File: config.mk
export PLATFORM = sky130hd
export DESIGN_NAME = cipher_out_fifo
export DESIGN_NICKNAME = d
export VERILOG_FILES = /design/src/rtl/cipher_out_fifo.sv
export SDC_FILE = /design/constraint.sdc
export NUM_CORES = 1
export LEC_CHECK = 0
export BUFFER_PORTS_ARGS = -buffer_cell sky130_fd_sc_hd__clkbuf_2
export CAP_MARGIN = 15
export CORE_MARGIN = 2
export CORE_UTILIZATION = 45
export DETAILED_ROUTE_END_ITERATION = 6
export PLACE_DENSITY = 0.73
export RECOVER_POWER = 25
export SLEW_MARGIN = 10
export SYNTH_ARGS = -nofsm -noshare
export SYNTH_HDL_FRONTEND = slang
export SYNTH_SLANG_ARGS = --single-unit
File: constraint.sdc
create_clock -name clk -period 5.4 [get_ports clk]
set_input_delay 1.08 -clock clk [delete_from_list [all_inputs] [get_ports clk]]
set_output_delay 1.08 -clock clk [all_outputs]
set_load 0.01 [all_outputs]
File: src/rtl/cipher_out_fifo.sv
// Output stage after the last AES round: FWFT buffer for ciphertext blocks with
// valid/ready delivery, a delivered-block counter and a sticky drop flag.
module cipher_out_fifo #(
   parameter int unsigned BLOCK_LENGTH = 128,
   parameter int unsigned DEPTH        = 4,
   parameter int unsigned CNT_W        = 32
) (
   input  logic                       clk,
   input  logic                       rst,
   input  logic [BLOCK_LENGTH-1:0]    IN,
   input  logic                       in_valid,
   output logic [BLOCK_LENGTH-1:0]    OUT,
   output logic                       out_valid,
   input  logic                       out_ready,
   output logic [$clog2(DEPTH):0]     level,
   output logic                       full,
   output logic                       overflow,
   output logic [CNT_W-1:0]           block_cnt
);

   localparam int unsigned AW = $clog2(DEPTH);
   localparam int unsigned LW = AW + 1;

   logic [BLOCK_LENGTH-1:0] mem_q [DEPTH];
   logic [AW-1:0]           wr_ptr_q, wr_ptr_d;
   logic [AW-1:0]           rd_ptr_q, rd_ptr_d;
   logic [LW-1:0]           level_q, level_d;
   logic                    overflow_q, overflow_d;
   logic [CNT_W-1:0]        cnt_q, cnt_d;

   logic full_w;
   logic empty_w;
   logic push;
   logic pop;

   // Full/empty come from the occupancy count so equal pointers are never ambiguous.
   assign full_w  = (level_q == LW'(DEPTH));
   assign empty_w = (level_q == '0);
   assign pop     = !empty_w && out_ready;
   assign push    = in_valid && (!full_w || pop);

   always_comb begin
      wr_ptr_d   = wr_ptr_q;
      rd_ptr_d   = rd_ptr_q;
      level_d    = level_q;
      overflow_d = overflow_q;
      cnt_d      = cnt_q;
      if (push) begin
         wr_ptr_d = wr_ptr_q + AW'(1);
      end
      if (pop) begin
         rd_ptr_d = rd_ptr_q + AW'(1);
         cnt_d    = cnt_q + CNT_W'(1);
      end
      if (push && !pop) begin
         level_d = level_q + LW'(1);
      end else if (pop && !push) begin
         level_d = level_q - LW'(1);
      end
      if (in_valid && !push) begin
         overflow_d = 1'b1;
      end
   end

   always_ff @(posedge clk) begin
      if (rst) begin
         wr_ptr_q   <= '0;
         rd_ptr_q   <= '0;
         level_q    <= '0;
         overflow_q <= 1'b0;
         cnt_q      <= '0;
      end else begin
         wr_ptr_q   <= wr_ptr_d;
         rd_ptr_q   <= rd_ptr_d;
         level_q    <= level_d;
         overflow_q <= overflow_d;
         cnt_q      <= cnt_d;
      end
   end

   // Storage is not reset; the occupancy count alone decides what is visible.
   always_ff @(posedge clk) begin
      if (!rst && push) begin
         mem_q[wr_ptr_q] <= IN;
      end
   end

   assign out_valid = !empty_w;
   assign OUT       = empty_w ? '0 : mem_q[rd_ptr_q];
   assign level     = level_q;
   assign full      = full_w;
   assign overflow  = overflow_q;
   assign block_cnt = cnt_q;

endmodule

Word level (Yosys, flattened, before mapping) --
Memories as Yosys holds them, arrays and structs flattened. A register that Yosys moved wholly into a read port is not among the register bits. Index checks and enable logic that the tools add are counted.
Storage, ports and cells: output and inout bits 166, word-level logic and storage cells 33, memories 1, input port bits 132, RAM bits 512, bits in registers 40
Memory list:
- mem_q | depth 4, width 128, rd ports 1, clocked after memory_dff 1, write ports 1, RTL line 24 | logic [BLOCK_LENGTH-1:0] mem_q [DEPTH];
Operators by class: $add $sub $neg 5, muxes and demuxes 7, eq/ne operators 1, reductions and logical operators 14
Operators by type and width (number):
- 2-to-1 mux 128 bit | 1
- adder 32 x 1 -> 32 bit (second input constant) | 1
- logical AND 1 bit | 6
- 2-to-1 mux 3 bit | 2
- logical NOT 1 bit | 5
- adder 2 x 1 -> 2 bit (second input constant) | 2
- 2-to-1 mux 2 bit | 2
- adder 3 x 1 -> 3 bit (second input constant) | 1
- == test 3 bit (second input constant) | 1
- logical NOT 3 bit | 1
- subtractor 3 x 1 -> 3 bit (second input constant) | 1
- 2-to-1 mux 1 bit | 2
- nonzero test 2 bit | 1
- logical OR 1 bit | 1

Depth between registers and ports, before layout --
word-level depth 9, gate-level depth with buffers 10, gate-level depth less buffers 10

Worst setup path before layout --
Ideal clock, no wire load.
path kind in2reg, from input port out_ready, to memory mem_q[0][0] (enable), data arrival time 4.426 ns, setup slack 0.471 ns, cell stages on the path 3, required time 4.897 ns, buffers on the path 0, library setup time 0.503 ns, path through o21ai_0 -> nor2_1 -> and2_1
On the way: longest elaborated chain between the ends 6
Ends and longest elaborated chain:
- from (decl) | RTL line 14 | input logic out_ready,
- logical AND 1 bit | RTL line 39 | assign pop = !empty_w && out_ready;
- logical OR 1 bit | RTL line 40 | assign push = in_valid && (!full_w || pop);
- logical AND 1 bit | RTL line 40
- logical AND 1 bit | RTL line 83 | if (!rst && push) begin
- 2-to-1 mux 1 bit | RTL line 83
- 2-to-1 mux 1 bit (implied by the code) | RTL line 84 | mem_q[wr_ptr_q] <= IN;
- to (decl) | RTL line 24
Every way passes these cells.

==> impl_metrics.ini <==
[critical_path]
cp.depth = 4
timing.rr.start = level[0]
crit_family = flip-flops
crit_arrival_ns = 2.88
crit_end = OUT[67]
crit_required_ns = 4.32
crit_fanout = 54
path_cells = buf_12 -> mux4_2 -> and2_1 -> clkbuf_2
critPathKind = flop to output pin
worstSetupStartpointType = flop
path_buf_inv = 2
slowest_stage = dfxtp_4
crit_path_end_kind = output pin
critPathMaxStageDelay_ns = 0.84
r2r_slack_ns = 2.73
r2r_cells = 6
r2r_end = mem_q[3][65]

[placement]
place_area_sq_um = 23400
placement.io_buffers = 297
dp_hpwl_mm = 26.2
gp_congestion = 0.811

[synth]
ys_seq_elements = 554
synth_fp_nets = 1173
synth_edf_count = 512
synth_compound_gate_area_share_pct = 0.573
synth_fa_ha_area_share_pct = 0.449
syn_inst = 1034
synthMuxAreaShare_pct = 13.7
synth_area_sq_um = 21200
synth_top_family_by_area = multiplexers
ys_seq_area_share_pct = 76.6
yosys.area_share.simple_pct = 6.37
synth_flop_cell = edfxtp_1
async_reset_ff_share_pct = 0
avgSynthCellArea_sq_um = 20.5
synthXorXnorAreaFrac_pct = 1.20
ys_warn_count = 0
synth.distinct_cells = 35

[cells_and_area]
final_core_util_pct = 53.8
postLayoutCellArea_sq_um = 25000
area.growth.synth_to_final_pct = 18.1
n_fill_cell = 3651
nets = 1491
final_layout_size_suffix_gt1_share_pct = 31.3

[run_status]
status = finished clean

[route]
drc_errors = 0
routed_wl_mm = 43.7
ant_nets = 0
wl_per_cell_microns = 21.8
first_pass_iters = 5
drtIter0Drc = 844
vias_per_cell = 5.35
num_vias = 10700

[power]
seqPwrFrac_pct = 43.5
p_total_mw = 11.7
pwr-share-clk_pct = 30.8
p_int_mw = 8.38
p_per_area_nw_per_um2 = 467
irDropWorstVdd_uv = 265
switching_power_mw = 3.30
power_frac_comb_pct = 25.7
swShare_pct = 28.3
p_leak_nw = 8.29

[sta]
final.setup.tns_ns = 0
rsz0062_at_grt = false
min_period_ns = 3.96
fin_crit_sh_pct = 73.4
max_slew_margin_pct = 43.7
tightest_slew_ns = 0.845
setup_violations = 0
drv_slew = 0
hold_violations = 0
max_freq_mhz = 252
skew_ns = 0.0118

[floorplanning]
start_util_pct = 45.6
die_y_microns = 221
fp-row-count = 79
die_x_microns = 221
core_sq_um = 46500
pin_count = 298
die_area_sq_um = 48800

[job]
maxCapViolCount = 0

[clock_network]
cts_buffers = 55
path_clk_slew_ns = 0.06
clk_latency_ns = 0.60
cts_tree = built
cts_resized = 0
htreeDepth = 2
post_cts_buffers = 0
cts.sinks = 554
cts_root_buf = clkbuf_16
cts_buffer_depth = 3
cts_hold_buf = 0

[grt]
grt_max_degree = 129
antenna_found_initial = 7
grt_usage_pct = 17.8
grt_pass1_wl_mm = 66.8
overflow = 0
first_global_vias = 11000

[worst_hold_path]
hold_path.class = flop to flop
## sequential cells by signal, indices dropped and copies added (netlist names), named ones only
register   cells
rd_ptr_q       2
wr_ptr_q       2
level          3
block_cnt     32
mem_q        512
overflow       1
## cells in the mapped netlist, types with 7 or more instances
library cell,number,area [sq um]
a21oi_1,8,40.0
and2_1,133,832
buf_2,14,70.1
clkbuf_1,34,128
dfxtp_1,42,841
edfxtp_1,512,15400
inv_1,8,30.0
mux4_2,128,2880
nand2_1,15,56.3
nand3_1,12,60.1
nand4_1,10,62.6
nor2_1,37,139
nor3_1,7,35.0
xnor2_1,14,123
xor2_1,15,131
## power groups by stage
stage | clock network [mW] | registers [mW] | logic [mW]
finish | 3.59 | 5.08 | 3.00
global route | 3.83 | 5.11 | 3.25
CTS | 3.68 | 5.09 | 3.08
detailed placement | 0 | 5.18 | 3.07
global placement | 0 | 5.17 | 3.06
floorplan | 0 | 5.08 | 1.95
## cell type report
type                    count  area (sq um)  area share (%)
clock buffers              76          1460            5.82
multi-input cells         422          4740            18.9
repair buffers            310          1560            6.25
flip-flops and latches    554         16200            64.9
clock inverters            26           233           0.931
well taps                 607           759            3.04
diodes                      1          2.50          0.0100
inverters                   9          36.3           0.145
## routing by layer
layer / global-route usage [%] / part of all wire [%] / vias up
li1: - / - / 4753
met1: 24.8 / 43 / 5533
met2: 27.9 / 48 / 368
met3: 5.28 / 8.0 / 67
met4: 3.88 / 1.5 / 12
met5: 0 / 0.18 / -
## worst min-delay path, stage by stage (launching register included)
cell     delay (ns)
dfxtp_1        0.33
a21oi_1        0.04
nor2_1         0.07
## metrics by stage
step	hold WS, ns	std cells	setup WS, ns
floorplan	0.485	1034	0.471
global placement	0.453	1902	1.96
detailed placement	0.463	1902	1.96
CTS	0.479	2004	1.33
global route	0.519	2004	1.20
finish	0.479	2005	1.44
## layout by cell type, fill, tap and decap left out, types with 3 or more instances in the layout
cell,instances
buf_4,6
o21ai_0,6
clkinv_2,6
inv_6,3
clkbuf_1,108
xnor2_1,14
nor4_1,3
and2_1,129
nor3_1,7
inv_1,8
buf_12,7
nand2_1,15
xor2_1,15
clkinv_1,11
and3_1,5
dfxtp_1,40
or3_1,5
and2_4,4
mux4_2,128
nor2_1,37
a21oi_1,8
clkbuf_16,55
nand3_1,12
bufinv_16,4
ha_1,6
edfxtp_1,512
clkbuf_2,210
nand4_1,10
## how the worst min path moves through the flow
stage,start,endpoint,slack (ns),cells after the start
after floorplan,rd_ptr_q[1],flop,0.48,2
after global placement,overflow,overflow,0.45,2
after detailed placement,overflow,overflow,0.46,2
after CTS,overflow,overflow,0.48,2
after global routing,overflow,overflow,0.52,2
final,overflow,overflow,0.48,2
## logic make-up after synthesis
group | after synthesis
xor+xnor | 29
buf+inv | 58
fa+ha+maj | 7
simple gates | 236
flops | 554
compound gates | 20
mux | 130
Note: power is estimated with default switching activity, not from simulation.
